### src/rtl/dma_pkg.sv
`default_nettype none
// ============================================================================
// Module      : dma_pkg
// Description : Shared types and command encodings for the SRAM/DRAM DMA
//               engine (state enum, command constants).
// Revision    : 1.0 - initial release
// ============================================================================
package dma_pkg;

  // Engine states; FILL_WR is only reachable when DMA_FILL_EN is defined
  typedef enum logic [2:0] {
    IDLE    = 3'd0,
    D2S_REQ = 3'd1,
    D2S_WR  = 3'd2,
    S2D_RD  = 3'd3,
    S2D_REQ = 3'd4,
    FILL_WR = 3'd5,
    DONE    = 3'd6
  } dma_state_t;

  localparam logic [1:0] DMA_CMD_NONE = 2'b00;
  localparam logic [1:0] DMA_CMD_D2S  = 2'b01;
  localparam logic [1:0] DMA_CMD_S2D  = 2'b10;
  localparam logic [1:0] DMA_CMD_FILL = 2'b11;

endpackage
`default_nettype wire

### src/rtl/dma_addr_counter.sv
`default_nettype none
// ============================================================================
// Module      : dma_addr_counter
// Description : Remaining-word counter plus SRAM word pointer and DRAM byte
//               pointer. Load seeds all three; step consumes one word.
// Revision    : 1.0 - initial release
// ============================================================================
module dma_addr_counter
  import dma_pkg::*;
#(
  parameter int SRAM_AW = 14,
  parameter int LEN_W   = 10
) (
  input  logic               clk,
  input  logic               reset,
  input  logic               i_load,
  input  logic               i_step,
  input  logic [LEN_W-1:0]   i_rest,
  input  logic [SRAM_AW-1:0] i_sram_ptr,
  input  logic [31:0]        i_dram_ptr,
  output logic [SRAM_AW-1:0] o_sram_ptr,
  output logic [31:0]        o_dram_ptr,
  output logic               o_last
);

  logic [LEN_W-1:0]   r_rest;
  logic [SRAM_AW-1:0] r_sram_ptr;
  logic [31:0]        r_dram_ptr;

  // Load on command acceptance, otherwise advance one word per step
  always_ff @(posedge clk) begin
    if (reset) begin
      r_rest     <= '0;
      r_sram_ptr <= '0;
      r_dram_ptr <= '0;
    end else if (i_load) begin
      r_rest     <= i_rest;
      r_sram_ptr <= i_sram_ptr;
      r_dram_ptr <= i_dram_ptr;
    end else if (i_step) begin
      // Saturate at zero so a stray step can never wrap the count
      if (r_rest != '0) begin
        r_rest <= r_rest - LEN_W'(1);
      end
      r_sram_ptr <= r_sram_ptr + SRAM_AW'(1);
      r_dram_ptr <= r_dram_ptr + 32'd4;
    end
  end

  assign o_sram_ptr = r_sram_ptr;
  assign o_dram_ptr = r_dram_ptr;
  assign o_last     = (r_rest == LEN_W'(1));

endmodule
`default_nettype wire

### src/rtl/dma_engine.sv
`default_nettype none
// ============================================================================
// Module      : dma_engine
// Description : Two-direction DMA between core SRAM and DRAM (DRAM->SRAM,
//               SRAM->DRAM) with done pulse and core stall. Optional SRAM
//               fill mode is built when the macro DMA_FILL_EN is defined.
// Revision    : 1.0 - initial release
// ============================================================================
module dma_engine
  import dma_pkg::*;
#(
  parameter int SRAM_AW = 14,
  parameter int LEN_W   = 10
) (
  input  logic               clk,
  input  logic               reset,
  input  logic [1:0]         cmd,
  input  logic [31:0]        srcAddress,
  input  logic [31:0]        dstAddress,
  input  logic [LEN_W-1:0]   width,
  input  logic [31:0]        sramReadData,
  output logic [SRAM_AW-1:0] sramAddress,
  output logic [31:0]        sramWriteData,
  output logic               sramWriteEnable,
  output logic [31:0]        dramAddress,
  output logic [31:0]        dramWriteData,
  output logic               dramReadEnable,
  output logic               dramWriteEnable,
  input  logic [31:0]        dramReadData,
  input  logic               dramValid,
  output logic               stall,
  output logic               done
);

  dma_state_t         r_state;
  dma_state_t         w_next;
  logic               r_stall;
  logic               r_done;
  logic               r_dram_re;
  logic               r_dram_we;
  logic               r_sram_we;
  logic               r_first;
  logic [31:0]        r_data;
  logic [31:0]        r_wdata;

  logic               w_cmd_d2s;
  logic               w_cmd_s2d;
  logic               w_cmd_fill;
  logic               w_cmd_valid;
  logic               w_load;
  logic               w_step;
  logic               w_last;
  logic [SRAM_AW-1:0] w_load_sram;
  logic [31:0]        w_load_dram;
  logic [SRAM_AW-1:0] w_sram_ptr;
  logic [31:0]        w_dram_ptr;
  logic               w_unused;

  assign w_cmd_d2s = (cmd == DMA_CMD_D2S);
  assign w_cmd_s2d = (cmd == DMA_CMD_S2D);
`ifdef DMA_FILL_EN
  assign w_cmd_fill = (cmd == DMA_CMD_FILL);
`else
  assign w_cmd_fill = 1'b0;
`endif
  assign w_cmd_valid = w_cmd_d2s | w_cmd_s2d | w_cmd_fill;

  // Only SRAM->DRAM reads SRAM at srcAddress; everything else writes SRAM at dstAddress
  assign w_load_sram = w_cmd_s2d ? srcAddress[SRAM_AW+1:2] : dstAddress[SRAM_AW+1:2];
  assign w_load_dram = w_cmd_s2d ? {dstAddress[31:2], 2'b00} : {srcAddress[31:2], 2'b00};
  assign w_unused    = ^{srcAddress[1:0], dstAddress[1:0]};

  assign w_load = (r_state == IDLE) & w_cmd_valid;
  assign w_step = (r_state == D2S_WR)
                | ((r_state == S2D_REQ) & dramValid)
                | (r_state == FILL_WR);

  dma_addr_counter #(
    .SRAM_AW (SRAM_AW),
    .LEN_W   (LEN_W)
  ) u_addr_counter (
    .clk        (clk),
    .reset      (reset),
    .i_load     (w_load),
    .i_step     (w_step),
    .i_rest     (width),
    .i_sram_ptr (w_load_sram),
    .i_dram_ptr (w_load_dram),
    .o_sram_ptr (w_sram_ptr),
    .o_dram_ptr (w_dram_ptr),
    .o_last     (w_last)
  );

  // Next-state selection; commands are only looked at in IDLE
  always_comb begin
    w_next = r_state;
    case (r_state)
      IDLE: begin
        if (w_cmd_valid) begin
          if (width == '0)    w_next = DONE;
          else if (w_cmd_d2s) w_next = D2S_REQ;
          else if (w_cmd_s2d) w_next = S2D_RD;
          else                w_next = FILL_WR;
        end
      end
      D2S_REQ: if (dramValid) w_next = D2S_WR;
      D2S_WR:  w_next = w_last ? DONE : D2S_REQ;
      S2D_RD:  w_next = S2D_REQ;
      S2D_REQ: if (dramValid) w_next = w_last ? DONE : S2D_RD;
`ifdef DMA_FILL_EN
      FILL_WR: w_next = w_last ? DONE : FILL_WR;
`endif
      DONE:    w_next = IDLE;
      default: w_next = IDLE;
    endcase
  end

  // State register with control outputs registered from the next state
  always_ff @(posedge clk) begin
    if (reset) begin
      r_state   <= IDLE;
      r_stall   <= 1'b0;
      r_done    <= 1'b0;
      r_dram_re <= 1'b0;
      r_dram_we <= 1'b0;
      r_sram_we <= 1'b0;
      r_first   <= 1'b0;
      r_data    <= '0;
      r_wdata   <= '0;
    end else begin
      r_state   <= w_next;
      r_stall   <= (w_next != IDLE);
      r_done    <= (w_next == DONE);
      r_dram_re <= (w_next == D2S_REQ);
      r_dram_we <= (w_next == S2D_REQ);
      r_sram_we <= (w_next == D2S_WR) || (w_next == FILL_WR);
      // r_first marks the first S2D_REQ cycle, when SRAM read data has just arrived
      r_first   <= (r_state == S2D_RD);
      if ((r_state == D2S_REQ) && dramValid) begin
        r_data <= dramReadData;
      end
`ifdef DMA_FILL_EN
      if (w_load && w_cmd_fill) begin
        r_data <= srcAddress;
      end
`endif
      if ((r_state == S2D_REQ) && r_first) begin
        r_wdata <= sramReadData;
      end
    end
  end

  // Write data follows the fresh SRAM word in the first cycle, then the held copy
  assign dramWriteData   = r_first ? sramReadData : r_wdata;
  assign sramWriteData   = r_data;
  assign sramAddress     = w_sram_ptr;
  assign dramAddress     = w_dram_ptr;
  assign sramWriteEnable = r_sram_we;
  assign dramReadEnable  = r_dram_re;
  assign dramWriteEnable = r_dram_we;
  assign stall           = r_stall;
  assign done            = r_done;

endmodule
`default_nettype wire

### config.mk
export PLATFORM = sky130hd
export DESIGN_NAME = dma_engine
export DESIGN_NICKNAME = d
export VERILOG_FILES = /design/src/rtl/dma_pkg.sv /design/src/rtl/dma_addr_counter.sv /design/src/rtl/dma_engine.sv
export SDC_FILE = /design/constraint.sdc
export NUM_CORES = 1
export LEC_CHECK = 0
export BUFFER_PORTS_ARGS = -buffer_cell sky130_fd_sc_hd__buf_2
export CAP_MARGIN = 20
export CORE_MARGIN = 10
export CORE_UTILIZATION = 50
export DETAILED_ROUTE_END_ITERATION = 8
export GPL_TIMING_DRIVEN = 0
export HOLD_SLACK_MARGIN = 0.1
export PLACE_DENSITY = 0.79
export SLEW_MARGIN = 20
export SYNTH_ARGS = -nofsm -noshare
export SYNTH_HDL_FRONTEND = slang
export SYNTH_SLANG_ARGS = --single-unit
### constraint.sdc
create_clock -name clk -period 2.5 [get_ports clk]
set_input_delay 0.5 -clock clk [delete_from_list [all_inputs] [get_ports clk]]
set_output_delay 0.5 -clock clk [all_outputs]
set_load 0.01 [all_outputs]
==> results_dict.tcl <==
set metrics [dict create \
    synth_edf_count 0 \
    critPathMaxFanout 10 \
    yosysSeqAreaShare_pct 37.8 \
    endpoint_kind "register" \
    place_hpwl_um 18900 \
    die_x_um 136 \
    drv_slew 0 \
    core-area_sq_um 13200 \
    cts_hold_buffers 0 \
    pin_count 258 \
    power_mw 7.47 \
    finalClockSkew_ps 7.97 \
    multi_input_area_sq_um 3890 \
    grt_pass1_wl_um 37800 \
    grt_setup_unrepaired "yes" \
    hold_depth 3 \
    grt_pass1_vias 7114 \
    area_growth_pct 31.2 \
    final_common_cell "buf_2" \
    root_buffer "clkbuf_16" \
    layout.nets 1284 \
    r2r_slack_ps 100 \
    grt_start_max_net_pins 17 \
    cp-endpoint "u_addr_counter.o_dram_ptr[12]" \
    syn_area_sq_um 6720 \
    tightestPinTransition_ps 895 \
    fill_cells 1131 \
    synthCells 865 \
    ir_drop_v 0.000621 \
    period_minus_slack_ps 2400 \
    relSlewSlack_pct 40.3 \
    port_buffers 250 \
    grt.total_usage_pct 25.8 \
    ant_nets 0 \
    cpMaxStageDelayCell "clkbuf_1" \
    fin_crit_sh_pct 96.0 \
    postLayoutCoreUtil_pct 66.9 \
    routabilityCongestion 0.969 \
    max-clock-path-buffers 2 \
    worst-path-stages 8 \
    hold_viol 0 \
    cp_top_family "buffers and inverters" \
    clock_latency_ps 430 \
    timing.critical_path.buf_inv 3 \
    hp-class "input port to register" \
    syn_avg_cell_area_sq_um 7.77 \
    final_cell_mix "buf_2, nand2_1, dfxtp_1, a21oi_1, nor2_1" \
    clkSinkCount 127 \
    drive_gt1_share_pct 30.4 \
    yosysTopAreaCellShare_pct 37.8 \
    vias_per_cell 5.84 \
    maxCapViolCount 0 \
    fmax_ghz 0.417 \
    r2r_start "r_state[2]" \
    die_h_um 136 \
    critPathArrivalTime_ps 2690 \
    seq_area_sq_um 2540 \
    dr.pass1.iters 5 \
    worstPathCellList "clkbuf_1 > nor4_1 > clkbuf_1 > buf_2 > nor2_1 > o2bb2ai_1 > a22oi_1 > nor2_1" \
    cellPowerDensity_nw_per_um2 846 \
    yosys.area.top_type "dfxtp_1" \
    worstSetupPathType "register to register" \
    outcome "complete, no violations" \
    grt_antenna_before_repair 4 \
    route.detailed.drc 0 \
    ys_types 57 \
    r2r_end "u_addr_counter.o_dram_ptr[12]" \
    grt-ovfl-total 0 \
    via_count 7749 \
    cts_tree "built" \
    start_util_pct 51.0 \
    async_reset_ff_share_pct 0 \
    setup_viol 0 \
    cpPeakStageDelay_ps 460 \
    h-tree-depth 4 \
    critPathLaunch "r_state[2]" \
    wl_per_cell_um 19.1 \
    row_count 42 \
    ys_ff_latch 127 \
    drtIter0Drc 936 \
    startpoint_type "register" \
    dominantRegCellSynth "dfxtp_1" \
    ys_warn_count 0 \
    cts_inserted_buffers 17 \
    ff2ff_path_depth 8 \
    yosys-top-cells-area "dfxtp_1, a21oi_1, nand2_1" \
    hold_slack_ps 305 \
    postRouteWirelength_um 25400 \
    required_ps 2790 \
    design.die.area_sq_um 18500 \
    p_leak_nw 3.80 \
    path_clk_slew_ps 60 \
]
## per-layer routing
| metal | vias up | wire (um) | track usage [%] |
|---|---|---|---|
| met5 | - | 40 | 0 |
| met4 | 4 | 736 | 11.2 |
| met3 | 75 | 3010 | 10.4 |
| met2 | 437 | 12100 | 41.3 |
| met1 | 3580 | 9470 | 29.8 |
| li1 | 3653 | - | - |
## tightest hold or removal path: cells and delay by family
family	cells	cell delay, ps
AOI/OAI and AO/OA	1	50
buffers and inverters	1	90
and+or+nand+nor	1	40
## what timing repair did
item | 4_1_cts | 5_1_grt
setup buffers | 0 | 0
setup endpoints to repair | 30 | 34
resized for setup | 3 | 13
## stage by stage
stage | instance area [sq um] | worst slack [ps] | setup TNS (ps) | instances
global route | 8820 | -0.662 | -0.662 | 1326
CTS | 8810 | 47.4 | 0 | 1324
floorplan | 6730 | 290 | 0 | 866
detailed placement | 8200 | -393 | -10730 | 1292
finish | 8820 | 101 | 0 | 1326
global placement | 8200 | -400 | -9380 | 1292
## power by group
part | internal [mW] | switching (mW) | total [mW] | leakage (nW)
clock network | 1.59 | 0.949 | 2.54 | 0.285
logic | 0.864 | 1.45 | 2.31 | 2.48
registers | 2.29 | 0.322 | 2.62 | 1.03
total | 4.75 | 2.72 | 7.47 | 3.80
## cells in the mapped netlist, types with 5 or more instances
library cell / n
ha_1: 6
dfxtp_1: 127
nor2_1: 66
a21oi_1: 124
nand4_1: 14
nand3_1: 28
a31oi_1: 12
inv_1: 6
o21ai_0: 37
a22oi_1: 12
a211oi_1: 5
nor3_1: 17
mux2_2: 39
a21o_1: 7
nand2_1: 160
mux2i_1: 39
nor4_1: 11
and3_1: 12
clkbuf_1: 57
buf_1: 5
o22ai_1: 9
## flip-flops by register name, indices dropped and copies added, names as in the netlist
| register | count |
|---|---|
| r_wdata | 32 |
| u_addr_counter.o_sram_ptr | 14 |
| dramWriteEnable | 1 |
| stall | 1 |
| sramWriteData | 32 |
| r_first | 1 |
| dramReadEnable | 1 |
| done | 1 |
| r_state | 3 |
| u_addr_counter.r_rest | 10 |
| sramWriteEnable | 1 |
| u_addr_counter.o_dram_ptr | 30 |
## kinds of logic (layout without fill, tap and decap cells)
family | count (synthesis) | in the layout | synth area share, %
mux | 78 | 78 | 12.3
simple gates | 342 | 342 | 23.5
buf+inv | 74 | 356 | 4.32
flops | 127 | 127 | 37.8
other cells | 1 | 4 | 0.0558
fa+ha+maj | 6 | 6 | 1.12
compound gates | 237 | 237 | 20.8
## cell type report
class | instances | share of cell area, %
diodes | 2 | 0.0567
plain buffers | 68 | 3.18
clock buffers | 19 | 5.02
clock inverters | 13 | 1.87
inverters | 6 | 0.255
multi-input cells | 665 | 44.1
flip-flops and latches | 127 | 28.8
well taps | 176 | 2.50
repair buffers | 250 | 14.2
## worst min-delay path by stage
stage | start | end | slack (ps)
floorplan | r_wdata[0] | r_wdata[0] | 430
global placement | sramWriteData[5] | sramWriteData[5] | 440
detailed placement | sramWriteData[23] | sramWriteData[23] | 440
CTS | dramReadData[6] | sramWriteData[6] | 300
global route | dramReadData[30] | sramWriteData[30] | 310
finish | dramReadData[29] | sramWriteData[29] | 300
No activity file was read; power rests on OpenSTA's default activity.
